[src/rtl/hw_mutex_core_if_if.sv]
// rtl/hw_mutex_core_if_if.sv - per-core peripheral bus bundle for the mutex front-end
interface hw_mutex_core_if_if #(
  parameter int NB_CORES    = 8,
  parameter int MUTEX_MSG_W = 32,
  parameter int ADDR_W      = 4
);
  logic [NB_CORES-1:0]                  req;
  logic [NB_CORES-1:0]                  we;
  logic [NB_CORES-1:0][ADDR_W-1:0]      add;
  logic [NB_CORES-1:0][MUTEX_MSG_W-1:0] wdata;
  logic [NB_CORES-1:0]                  gnt;
  logic [NB_CORES-1:0]                  r_valid;
  logic [NB_CORES-1:0][MUTEX_MSG_W-1:0] r_rdata;

  // Cores issue accesses; the front-end grants and responds.
  modport master (output req, we, add, wdata, input gnt, r_valid, r_rdata);
  modport slave  (input req, we, add, wdata, output gnt, r_valid, r_rdata);
endinterface

[src/rtl/hw_mutex_core_if.sv]
// rtl/hw_mutex_core_if.sv - per-core lock/unlock decoder and blocking-read front-end for the mutex unit
module hw_mutex_core_if #(
  parameter int NB_CORES    = 8,
  parameter int MUTEX_MSG_W = 32,
  parameter int ADDR_W      = 4
) (
  input  logic                   clk_i,
  input  logic                   rst_ni,
  hw_mutex_core_if_if.slave      bus,
  output logic [NB_CORES-1:0]    lock_req_o,
  output logic [NB_CORES-1:0]    unlock_req_o,
  output logic [MUTEX_MSG_W-1:0] mutex_msg_wdata_o,
  input  logic [MUTEX_MSG_W-1:0] mutex_msg_rdata_i,
  input  logic [NB_CORES-1:0]    mutex_event_i,
  output logic [NB_CORES-1:0]    core_waiting_o
);

  localparam logic [ADDR_W-1:0] LOCK_OFF   = ADDR_W'(0);
  localparam logic [ADDR_W-1:0] UNLOCK_OFF = ADDR_W'(4);

  typedef enum logic [1:0] {
    IDLE     = 2'd0,
    WAIT_EVT = 2'd1,
    RSP_LOCK = 2'd2,
    RSP_ACK  = 2'd3
  } state_e;

  state_e state_q [NB_CORES];
  state_e state_d [NB_CORES];

  logic [NB_CORES-1:0]                  gnt;
  logic [NB_CORES-1:0]                  lock_req;
  logic [NB_CORES-1:0]                  unlock_req;
  logic [NB_CORES-1:0]                  r_valid;
  logic [NB_CORES-1:0][MUTEX_MSG_W-1:0] r_rdata;
  logic [NB_CORES-1:0]                  waiting;

  // State register; reset drops any pending lock so no core stays blocked.
  always_ff @(posedge clk_i or negedge rst_ni) begin
    if (!rst_ni) begin
      for (int i = 0; i < NB_CORES; i++) state_q[i] <= IDLE;
    end else begin
      for (int i = 0; i < NB_CORES; i++) state_q[i] <= state_d[i];
    end
  end

  // Per-core next state, access decode and response generation.
  always_comb begin
    gnt        = '0;
    lock_req   = '0;
    unlock_req = '0;
    r_valid    = '0;
    r_rdata    = '0;
    waiting    = '0;
    for (int i = 0; i < NB_CORES; i++) begin
      state_d[i] = state_q[i];
      case (state_q[i])
        IDLE: begin
          gnt[i] = bus.req[i];
          if (bus.req[i]) begin
            if (!bus.we[i] && bus.add[i] == LOCK_OFF) begin
              lock_req[i] = 1'b1;
              // The mutex may assign ownership in the same cycle as the pulse.
              state_d[i]  = mutex_event_i[i] ? RSP_LOCK : WAIT_EVT;
            end else if (bus.we[i] && bus.add[i] == UNLOCK_OFF) begin
              unlock_req[i] = 1'b1;
              state_d[i]    = RSP_ACK;
            end else begin
              state_d[i] = RSP_ACK;
            end
          end
        end
        WAIT_EVT: begin
          waiting[i] = 1'b1;
          if (mutex_event_i[i]) state_d[i] = RSP_LOCK;
        end
        RSP_LOCK: begin
          // The mutex register already holds the releasing owner's message.
          r_valid[i] = 1'b1;
          r_rdata[i] = mutex_msg_rdata_i;
          state_d[i] = IDLE;
        end
        RSP_ACK: begin
          r_valid[i] = 1'b1;
          state_d[i] = IDLE;
        end
        default: state_d[i] = IDLE;
      endcase
    end
  end

  // Unlock message comes from the lowest-index core unlocking this cycle.
  always_comb begin
    mutex_msg_wdata_o = '0;
    for (int i = NB_CORES - 1; i >= 0; i--) begin
      if (unlock_req_o[i]) mutex_msg_wdata_o = bus.wdata[i];
    end
  end

  // Pulses are masked during reset because a requesting core still sees IDLE.
  assign lock_req_o     = lock_req & {NB_CORES{rst_ni}};
  assign unlock_req_o   = unlock_req & {NB_CORES{rst_ni}};
  assign core_waiting_o = waiting;
  assign bus.gnt        = gnt;
  assign bus.r_valid    = r_valid;
  assign bus.r_rdata    = r_rdata;

`ifndef SYNTHESIS
  for (genvar g = 0; g < NB_CORES; g++) begin : g_evt_chk
    // An event is only meaningful while waiting or alongside this core's lock pulse.
    a_evt_legal : assert property (@(posedge clk_i) disable iff (!rst_ni)
      mutex_event_i[g] |-> (state_q[g] == WAIT_EVT || lock_req[g]));
  end
`endif

endmodule
[src/flat_wrapper.sv]
// flat-port wrapper written by rule: the top's interface ports become plain ports
module hw_mutex_core_if_flat 
#(
  parameter int NB_CORES    = 8,
  parameter int MUTEX_MSG_W = 32,
  parameter int ADDR_W      = 4
)
  (clk_i, rst_ni, lock_req_o, unlock_req_o, mutex_msg_wdata_o, mutex_msg_rdata_i, mutex_event_i, core_waiting_o, bus_req, bus_we, bus_add, bus_wdata, bus_gnt, bus_r_valid, bus_r_rdata);
  hw_mutex_core_if_if #(.NB_CORES(NB_CORES), .MUTEX_MSG_W(MUTEX_MSG_W), .ADDR_W(ADDR_W)) bus_i ();
  input  logic clk_i;
  input  logic rst_ni;
  output logic [NB_CORES-1:0] lock_req_o;
  output logic [NB_CORES-1:0] unlock_req_o;
  output logic [MUTEX_MSG_W-1:0] mutex_msg_wdata_o;
  input  logic [MUTEX_MSG_W-1:0] mutex_msg_rdata_i;
  input  logic [NB_CORES-1:0] mutex_event_i;
  output logic [NB_CORES-1:0] core_waiting_o;
  input wire logic [$bits(bus_i.req)-1:0] bus_req;
  input wire logic [$bits(bus_i.we)-1:0] bus_we;
  input wire logic [$bits(bus_i.add)-1:0] bus_add;
  input wire logic [$bits(bus_i.wdata)-1:0] bus_wdata;
  output wire logic [$bits(bus_i.gnt)-1:0] bus_gnt;
  output wire logic [$bits(bus_i.r_valid)-1:0] bus_r_valid;
  output wire logic [$bits(bus_i.r_rdata)-1:0] bus_r_rdata;
  assign bus_i.req = bus_req;
  assign bus_i.we = bus_we;
  assign bus_i.add = bus_add;
  assign bus_i.wdata = bus_wdata;
  assign bus_gnt = bus_i.gnt;
  assign bus_r_valid = bus_i.r_valid;
  assign bus_r_rdata = bus_i.r_rdata;
  hw_mutex_core_if #(.NB_CORES(NB_CORES), .MUTEX_MSG_W(MUTEX_MSG_W), .ADDR_W(ADDR_W)) u_core (.clk_i(clk_i), .rst_ni(rst_ni), .bus(bus_i), .lock_req_o(lock_req_o), .unlock_req_o(unlock_req_o), .mutex_msg_wdata_o(mutex_msg_wdata_o), .mutex_msg_rdata_i(mutex_msg_rdata_i), .mutex_event_i(mutex_event_i), .core_waiting_o(core_waiting_o));
endmodule
[config.mk]
export PLATFORM = sky130hd
export DESIGN_NAME = hw_mutex_core_if_flat
export DESIGN_NICKNAME = d
export VERILOG_FILES = /design/src/rtl/hw_mutex_core_if_if.sv /design/src/rtl/hw_mutex_core_if.sv /design/src/flat_wrapper.sv
export SDC_FILE = /design/constraint.sdc
export NUM_CORES = 1
export LEC_CHECK = 0
export ABC_AREA = 1
export BUFFER_PORTS_ARGS = -buffer_cell sky130_fd_sc_hd__buf_4
export CORE_AREA = 2 2 262 264
export CTS_BUF_LIST = sky130_fd_sc_hd__clkbuf_2 sky130_fd_sc_hd__clkbuf_4 sky130_fd_sc_hd__clkbuf_8
export DETAILED_ROUTE_END_ITERATION = 16
export DIE_AREA = 0 0 264 266
export GPL_TIMING_DRIVEN = 0
export PLACE_DENSITY = 0.33
export SYNTH_ARGS = -nofsm -noshare
export SYNTH_HDL_FRONTEND = slang
export SYNTH_SLANG_ARGS = --single-unit
[constraint.sdc]
create_clock -name clk_i -period 1.8 [get_ports clk_i]
set_input_delay 0.18 -clock clk_i [delete_from_list [all_inputs] [get_ports clk_i]]
set_output_delay 0.18 -clock clk_i [all_outputs]
set_load 0.05 [all_outputs]
Yosys cells after proc, flatten, opt, wreduce, memory -nomap -nowiden
Cells that the tools add are included.
{"block": "totals", "register_bits": 16, "latchBits": 0, "ram_bits": 0, "romBits": 0, "input_bits": 346, "out_inout_bits": 328, "word_cells": 250, "mem_count": 0}
{"block": "op_classes", "n_addsub": 0, "mul": 0, "n_div": 0, "order_cmp": 0, "n_eq_ne": 48, "n_shift": 0, "mux": 136, "n_bitwise": 2, "n_reduce_logical": 56}
{"op": "32-bit two-way mux", "count": 16}
{"op": "1-bit two-way mux", "count": 80}
{"op": "2-bit two-way mux", "count": 32}
{"op": "2-bit one-hot mux with 3 select lines", "count": 8}
{"op": "2-bit equality test (second input constant)", "count": 16}
{"op": "4-bit by 3-bit equality test with 1-bit output (second input constant)", "count": 8}
{"op": "4-bit zero test", "count": 8}
{"op": "2-bit inequality test (second input constant)", "count": 16}
{"op": "8-bit AND", "count": 2}
{"op": "2-bit by 1-bit equality test with 1-bit output (second input constant)", "count": 8}
{"op": "1-bit logical AND", "count": 16}
{"op": "2-bit zero test", "count": 8}
{"op": "2-bit AND reduction", "count": 8}
{"op": "2-bit OR reduction", "count": 8}
{"op": "1-bit zero test", "count": 8}

Depth between registers and ports, before layout
Gate-level depths: netlist (run 1).
{"block": "depth", "depth_word": 15, "mapped_depth": 14, "depth_no_buf": 13}

Least setup slack after synthesis (run 1)
Ideal clock, no wire load.
{"block": "synth_timing", "path_kind": "register to output", "startpoint": "register u_core.state_q[13] (netlist name)", "endpoint": "output mutex_msg_wdata_o[14]", "t_arrival_ps": 2551, "required_time_ps": 1620, "path_slack_ps": -931, "stages_incl_launch_ff": 12, "n_path_buf": 0, "cell_sequence": "dfrtp_1 -> nor2_1 -> nand2_1 -> inv_1 -> nand3_1 -> inv_1 -> nand2_1 -> inv_1 -> nand2_1 -> nand2_1 -> inv_1 -> a21oi_1"}
{"block": "synth_via", "elab_chain_cells": 5}
{"item": "from (decl)", "line_no": "hw_mutex_core_if.sv:28", "text": "state_e state_q [NB_CORES];"}
{"item": "2-bit zero test", "line_no": "hw_mutex_core_if.sv:57", "text": "case (state_q[i])"}
{"item": "1-bit two-way mux", "line_no": "hw_mutex_core_if.sv:57"}
{"item": "8-bit AND", "line_no": "hw_mutex_core_if.sv:102", "text": "assign unlock_req_o = unlock_req & {NB_CORES{rst_ni}};"}
{"item": "via unlock_req_o[1]", "line_no": "flat_wrapper.sv:13", "text": "output logic [NB_CORES-1:0] unlock_req_o;"}
{"item": "32-bit two-way mux (2 in series)", "line_no": "hw_mutex_core_if.sv:96", "text": "if (unlock_req_o[i]) mutex_msg_wdata_o = bus.wdata[i];"}
{"item": "to (decl)", "line_no": "flat_wrapper.sv:14", "text": "output logic [MUTEX_MSG_W-1:0] mutex_msg_wdata_o;"}
The timed path passes the listed nets, and every way through them passes these cells.

Worst setup path in the final report (run 1)
{"block": "layout_timing", "startpoint": "register u_core.state_q[3] (netlist name)", "endpoint": "output mutex_msg_wdata_o[4]"}
{"block": "layout_via", "elab_chain_cells": 10}
{"item": "2-bit zero test", "line_no": "hw_mutex_core_if.sv:57"}
{"item": "1-bit two-way mux", "line_no": "hw_mutex_core_if.sv:57"}
{"item": "8-bit AND", "line_no": "hw_mutex_core_if.sv:102"}
{"item": "32-bit two-way mux (7 in series)", "line_no": "hw_mutex_core_if.sv:96"}
No other way between the ends.

==> run_results.csv, run 1 <==
group,metric,value,unit
cells_and_area,multi_input_area,0.00491,mm2
critical_path,path_class,"reg -> out",
timing,hold_violations,0,
critical_path,cp.required,1.62,ns
critical_path,reg2reg_slack,0.52,ns
timing,final.setup.tns,-19.11,ns
placed_design,place_congestion,0.851,
detailed_routing,drc,0,
timing,tightest_slew,0.902,ns
floorplanning,num_rows,96,
floorplanning,core,0.0677,mm2
critical_path,r2r_cells,7,
timing,fmax,407,MHz
critical_path,max_stage_delay,0.39,ns
clock_network,cts_sinks,16,
timing,setup_viol,39,
logic_synthesis,synth_edf_count,0,
cells_and_area,final_common_cell,"buf_4",
floorplanning,io_pins,674,
floorplanning,die_h,266,um
detailed_routing,via_count,10318,
logic_synthesis,syn_inst,1222,
critical_path,start_kind,"register",
detailed_routing,wl_per_cell,19.9,um
critical_path,end_kind,"primary output",
timing,fin_crit_sh,1.36,
global_routing,grt-ovfl-total,0,
floorplanning,initial_utilization,0.0806,
hold_path,hp-class,"in -> reg",
run,cap_violations,0,
pwr,total_leakage_power,7.69,nW
timing,finalMaxSlewViolations,0,
clock_network,clock_latency,0.28,ns
pwr,peakVddDrop,408,uV
cells_and_area,drive_above_1_share,0.533,
hold_path,holdPathEnd,"u_core.state_q[14]",
run_status,violations,"negative setup slack",
clock_network,htree_levels,1,
cells_and_area,reg_top3,"u_core.state_q: 16 flops",
cells_and_area,top_register,"u_core.state_q",
logic_synthesis,synth_area_per_cell,4.47,um2
timing,post-route-min-period,2.45,ns
placed_design,hpwl,47700,um
placed_design,placed_cell_area,0.0120,mm2
detailed_routing,viasPerCell,3.62,
clock_network,cts_buffer_depth,2,
timing,relSlewSlack,0.396,
cells_and_area,mostFrequentLayoutCells,"624 x buf_4, 277 x nand2_1, 235 x nor2_1",
global_routing,antenna_found_initial,17,
cells_and_area,largest_reg_flops,16,
pwr,finalPower,10.8,mW
timing,setup_ws,-0.654,ns
placed_design,numPortBuffers,673,
hold_path,hold_path_depth,2,
critical_path,worstPathArrival,2.27,ns
logic_synthesis,yosys_warnings,0,
logic_synthesis,async_reset_ff_frac,1.00,
hold_path,min_from,"mutex_event_i[0]",
logic_synthesis,synthFlopType,"dfrtp_1",
critical_path,r2r-end,"u_core.state_q[2]",
global_routing,track_usage,0.150,
critical_path,reg2reg_from,"u_core.state_q[3]",
critical_path,crit_chain,"nor2_2 -> nand2_2 -> nor2_4 -> nand2_4 -> inv_6 -> buf_12 -> buf_12 -> nand2_2 -> nand3_2 -> nand3_2 -> nand2_2 -> nand2_1 -> nand2_1 -> nand2_2 -> nand2_4 -> buf_8",
global_routing,grt_max_degree,17,
logic_synthesis,syn-num-nets,1568,
detailed_routing,wl,56700,um
placed_design,dpl.cell_count,2777,
global_routing,grt_pass1_vias,10290,
clock_network,clk_pin_slew,0.08,ns
logic_synthesis,ys_types,29,
timing,rsz0062_at_grt,"yes",
run_status,status,"finished, violations left",
pwr,powerDensity,743,mW/mm2
floorplanning,die_w,264,um
detailed_routing,drt-initial-drc-count,385,
cells_and_area,final_cells,2851,
critical_path,critical-path-slowest-cell,"dfrtp_1",
clock_network,numCtsBuffers,3,
cells_and_area,area_growth,165,%
detailed_routing,ant_nets,0,
floorplanning,dieArea,0.0702,mm2
cells_and_area,finalNetCount,2309,
detailed_routing,first_pass_iters,5,
timing,clock_skew,0.000155,ns
cells_and_area,n_fill_cell,7820,
cells_and_area,finalInstanceArea,0.0145,mm2
logic_synthesis,synth-seq-cells,16,
logic_synthesis,seq_area_frac_synth,0.0733,
cells_and_area,seqCellArea,400,um2
clock_network,cts_root_buf,"clkbuf_8",
critical_path,critPathMostFrequentCell,"nand2_2",
global_routing,grt_pass1_wl,75700,um
clock_network,cts_tree,"yes",
logic_synthesis,syn_area,0.00546,mm2
critical_path,critPathMaxFanout,6,
per-stage QoR:
step           hold slack, ns  utilization  worst slack (ns)
2_1_floorplan          -0.116            -            -0.185
3_3_place_gp            0.121        0.177             -1.25
3_5_place_dp            0.119        0.177             -1.26
4_1_cts                0.0796        0.199            -0.668
5_1_grt                0.0891        0.213            -0.816
6_report               0.0926        0.214            -0.654
critical path: cells and delay by family (launching register included):
family | cells | cell delay (ns)
buffers and inverters | 4 | 0.52
DFF | 1 | 0.39
and+or+nand+nor | 12 | 1.06
metal layers:
| metal | up-vias | wire (um) | GRT usage |
|---|---|---|---|
| met3 | 71 | 3880 | 0.0388 |
| li1 | 5120 | - | - |
| met5 | - | 84 | 0 |
| met1 | 4674 | 21500 | 0.165 |
| met2 | 439 | 29700 | 0.285 |
| met4 | 14 | 1450 | 0.0381 |
cells in the mapped netlist, types with 5 or more instances:
cell,number,area [um2]
nand2_1,388,1460
nor2_1,286,1070
inv_1,203,762
nand3_1,99,495
clkbuf_1,48,180
o21ai_0,43,215
o21ai_1,30,150
or2_0,27,169
dfrtp_1,16,400
buf_2,12,60.1
buf_6,9,101
a21oi_1,7,35.0
nor3_1,6,30.0
nor4_1,6,37.5
buf_1,5,18.8
o21bai_1,5,37.5
worst max path at each step:
| stage | from | to | slack (ns) | cells after the start |
|---|---|---|---|---|
| after global routing | u_core.state_q[3] | mutex_msg_wdata_o[4] | -0.82 | 16 |
| after CTS | u_core.state_q[8] | mutex_msg_wdata_o[5] | -0.67 | 13 |
| final | u_core.state_q[3] | mutex_msg_wdata_o[4] | -0.65 | 16 |
| after detailed placement | rst_ni | mutex_msg_wdata_o[8] | -1.26 | 14 |
| after floorplan | u_core.state_q[13] | mutex_msg_wdata_o[14] | -0.19 | 11 |
| after global placement | rst_ni | mutex_msg_wdata_o[5] | -1.25 | 14 |
where the power goes:
group | leakage (nW) | switching, mW | total (mW) | internal, mW
Clock | 0.0216 | 0.168 | 0.319 | 0.150
Sequential | 0.198 | 0.0761 | 0.554 | 0.478
Combinational | 7.47 | 6.86 | 9.88 | 3.03
Total | 7.69 | 7.10 | 10.8 | 3.66
cells by family (layout without fill, tap and decap cells):
| family | count (synthesis) | count (layout) | synth area share |
|---|---|---|---|
| and+or+nand+nor | 832 | 834 | 0.627 |
| buffers and inverters | 284 | 1021 | 0.212 |
| other | 0 | 8 | 0 |
| AOI/OAI and AO/OA | 90 | 90 | 0.0873 |
| DFF | 16 | 16 | 0.0733 |
area by class of cell:
| cell class | instances | share of cell area |
|---|---|---|
| timing repair buffer | 738 | 0.436 |
| tap | 882 | 0.0763 |
| sequential | 16 | 0.0277 |
| multi-input combinational | 924 | 0.339 |
| inverter | 207 | 0.0578 |
| antenna | 8 | 0.00138 |
| clock buffer | 3 | 0.00285 |
| buffer | 73 | 0.0587 |
repair_timing:
item / CTS / global route
setup buffers: 40 / 18
gates resized for setup: 327 / 224
gates cloned: 5 / 4
pin swaps: 45 / 55
endpoints found under the setup margin: 283 / 180
hold buffers: 1 / 0
endpoints found under the hold margin: 16 / 0
(Power assumes the default switching activity.)
==> run 2: changes to the inputs <==
- CELL_PAD_IN_SITES_DETAIL_PLACEMENT: not set -> 1
- CELL_PAD_IN_SITES_GLOBAL_PLACEMENT: not set -> 1
- CORE_AREA: 2 2 262 264 -> 2 2 259 261
- DIE_AREA: 0 0 264 266 -> 0 0 261 263
- PLACE_DENSITY: 0.33 -> 0.48
==> run 2 against run 1 <==
  * Power is 1.5% lower
  * Routed wire length shrank 0.75%
  * First-iteration DRC count down 20%
  * Sequential power barely moved
  * Critical endpoint is now mutex_msg_wdata_o[22]
  * Non-clock buffer count decreased by 8
  * Combinational power shrank 2.0%
  * The flow still finishes with violations (negative setup slack)
  * Worst setup slack improved by 0.025 ns
  * Hold slack improved by 0.0013 ns
  * Clock skew increased by 0.011 ns
  * Fmax grew 1.0%
==> run_results.csv, run 2 (synthesis gave the netlist of run 1 again) <==
group,metric,value,unit
run_status,violations,"negative setup slack",
hold_path,holdPathEnd,"u_core.state_q[10]",
pwr,peakVddDrop,408,uV
detailed_routing,ant_nets,0,
placed_design,place_congestion,0.852,
timing,setup_ws,-0.629,ns
detailed_routing,wl_per_cell,19.9,um
timing,rsz0062_at_grt,"yes",
critical_path,crit_family,"simple AND/OR/NAND/NOR gates",
global_routing,top_usage_layer,"met2",
detailed_routing,wl,56200,um
clock_network,htree_levels,1,
critical_path,reg2reg_slack,0.45,ns
timing,fin_crit_sh,1.35,
cells_and_area,top_register,"u_core.state_q",
detailed_routing,first_pass_iters,4,
floorplanning,die_w,261,um
global_routing,grt_max_degree,17,
detailed_routing,viasPerCell,3.69,
floorplanning,num_rows,94,
run,cap_violations,0,
hold_path,hold_path_depth,2,
timing,relSlewSlack,0.373,
placed_design,numPortBuffers,673,
floorplanning,io_pins,674,
hold_path,min_from,"mutex_event_i[2]",
detailed_routing,drt-initial-drc-count,308,
critical_path,path_class,"reg -> out",
timing,fmax,412,MHz
cells_and_area,n_fill_cell,8266,
critical_path,r2r-end,"u_core.state_q[7]",
global_routing,antenna_found_initial,3,
critical_path,crit_chain,"nor2_2 -> nand2_2 -> nor2_4 -> buf_12 -> nand2_8 -> buf_6 -> or2_0 -> nand3_2 -> nand2_1 -> nand2_1 -> nand2_1 -> nand2_2 -> nand2_4 -> buf_8",
clock_network,cts_buffer_depth,2,
cells_and_area,mostFrequentLayoutCells,"644 x buf_4, 291 x nand2_1, 278 x nor2_1",
cells_and_area,largest_reg_flops,16,
timing,tightest_slew,0.930,ns
critical_path,critical-path-slowest-cell,"dfrtp_1",
global_routing,grt-ovfl-total,0,
critical_path,worstPathArrival,2.25,ns
global_routing,grt_pass1_wl,75900,um
cells_and_area,post-route-util,0.212,
global_routing,use_met3,0.0318,
timing,setup_viol,40,
floorplanning,core,0.0656,mm2
timing,hold_violations,0,
global_routing,grt_pass1_vias,10770,
global_routing,track_usage,0.151,
global_routing,met2_usage,0.292,
detailed_routing,drc,0,
clock_network,cts_root_buf,"clkbuf_8",
clock_network,numCtsBuffers,3,
floorplanning,dieArea,0.0686,mm2
timing,finalMaxSlewViolations,0,
pwr,total_leakage_power,7.60,nW
pwr,finalPower,10.6,mW
placed_design,hpwl,47800,um
floorplanning,initial_utilization,0.0832,
cells_and_area,final_common_cell,"buf_4",
run_status,status,"finished, violations left",
clock_network,cts_sinks,16,
critical_path,reg2reg_from,"u_core.state_q[7]",
critical_path,r2r_cells,6,
critical_path,critPathMostFrequentCell,"nand2_1",
cells_and_area,drive_above_1_share,0.492,
timing,clock_skew,0.0110,ns
critical_path,end_kind,"primary output",
cells_and_area,finalNetCount,2301,
cells_and_area,reg_top3,"u_core.state_q: 16 flops",
critical_path,start_kind,"register",
global_routing,grtUsageMet1,0.165,
critical_path,max_stage_delay,0.41,ns
timing,post-route-min-period,2.43,ns
clock_network,clock_latency,0.28,ns
hold_path,hp-class,"in -> reg",
critical_path,critPathBufInv,3,
clock_network,cts_tree,"yes",
critical_path,critPathMaxFanout,10,
clock_network,clk_pin_slew,0.08,ns
critical_path,cp.required,1.62,ns
floorplanning,die_h,263,um
cells_and_area,area_growth,155,%
pwr,powerDensity,763,mW/mm2
detailed_routing,via_count,10421,
placed_design,place_ws,-1.43,ns
[run 2: worst max path at each step]
stage	from	to	slack, ns	depth (start not counted)
4_1_cts	u_core.state_q[6]	mutex_msg_wdata_o[22]	-0.76	15
6_report	u_core.state_q[4]	mutex_msg_wdata_o[22]	-0.63	14
3_3_place_gp	rst_ni	mutex_msg_wdata_o[8]	-1.47	9
3_5_place_dp	rst_ni	mutex_msg_wdata_o[8]	-1.43	9
2_1_floorplan	u_core.state_q[13]	mutex_msg_wdata_o[14]	-0.19	11
5_1_grt	u_core.state_q[8]	mutex_msg_wdata_o[0]	-0.80	13
[run 2: worst register-to-register path, stage by stage (launching register included)]
cell and delay (ns):
dfrtp_1 0.38, nor2_1 0.13, nand2_2 0.14, buf_4 0.17
inv_1 0.09, o41ai_2 0.19, a21oi_1 0.18
[run 2: layer usage]
layer,share of wire,up-vias
met3,0.066,60
met4,0.023,0
met2,0.53,412
met1,0.38,4853
li1,-,5096
met5,0,-
[run 2: report_power, final]
part,switching [mW],total (mW),internal [mW],leakage [nW]
registers,0.0763,0.554,0.478,0.198
logic,6.75,9.68,2.93,7.37
clock network,0.169,0.365,0.196,0.0288
[run 2: cell type report]
cell class	count	area (um2)	share of cell area
repair buffers	728	6100	0.439
multi-input cells	924	4620	0.332
well taps	864	1080	0.0778
inverters	207	847	0.0609
plain buffers	75	798	0.0574
flip-flops and latches	16	400	0.0288
clock buffers	4	55.1	0.00396
diodes	3	7.51	0.000540
[run 2: what timing repair did]
action | CTS | global route
gates resized for setup | 224 | 195
setup buffers | 28 | 20
hold endpoints to repair | 16 | 0
hold buffers | 1 | 0
pin swaps | 12 | 26
setup endpoints to repair | 282 | 142
gates cloned | 5 | 3
[run 2: through the flow]
stage          cells  instance area [um2]  hold slack (ns)  TNS (ns)
3_5_place_dp    2759                12000            0.130    -44.89
4_1_cts         2796                13100           0.0683    -23.98
5_1_grt         2820                13900           0.0782    -26.25
6_report        2821                13900           0.0939    -18.92
3_3_place_gp    2759                12000            0.135    -47.38
2_1_floorplan   1222                 5830           -0.116     -2.55
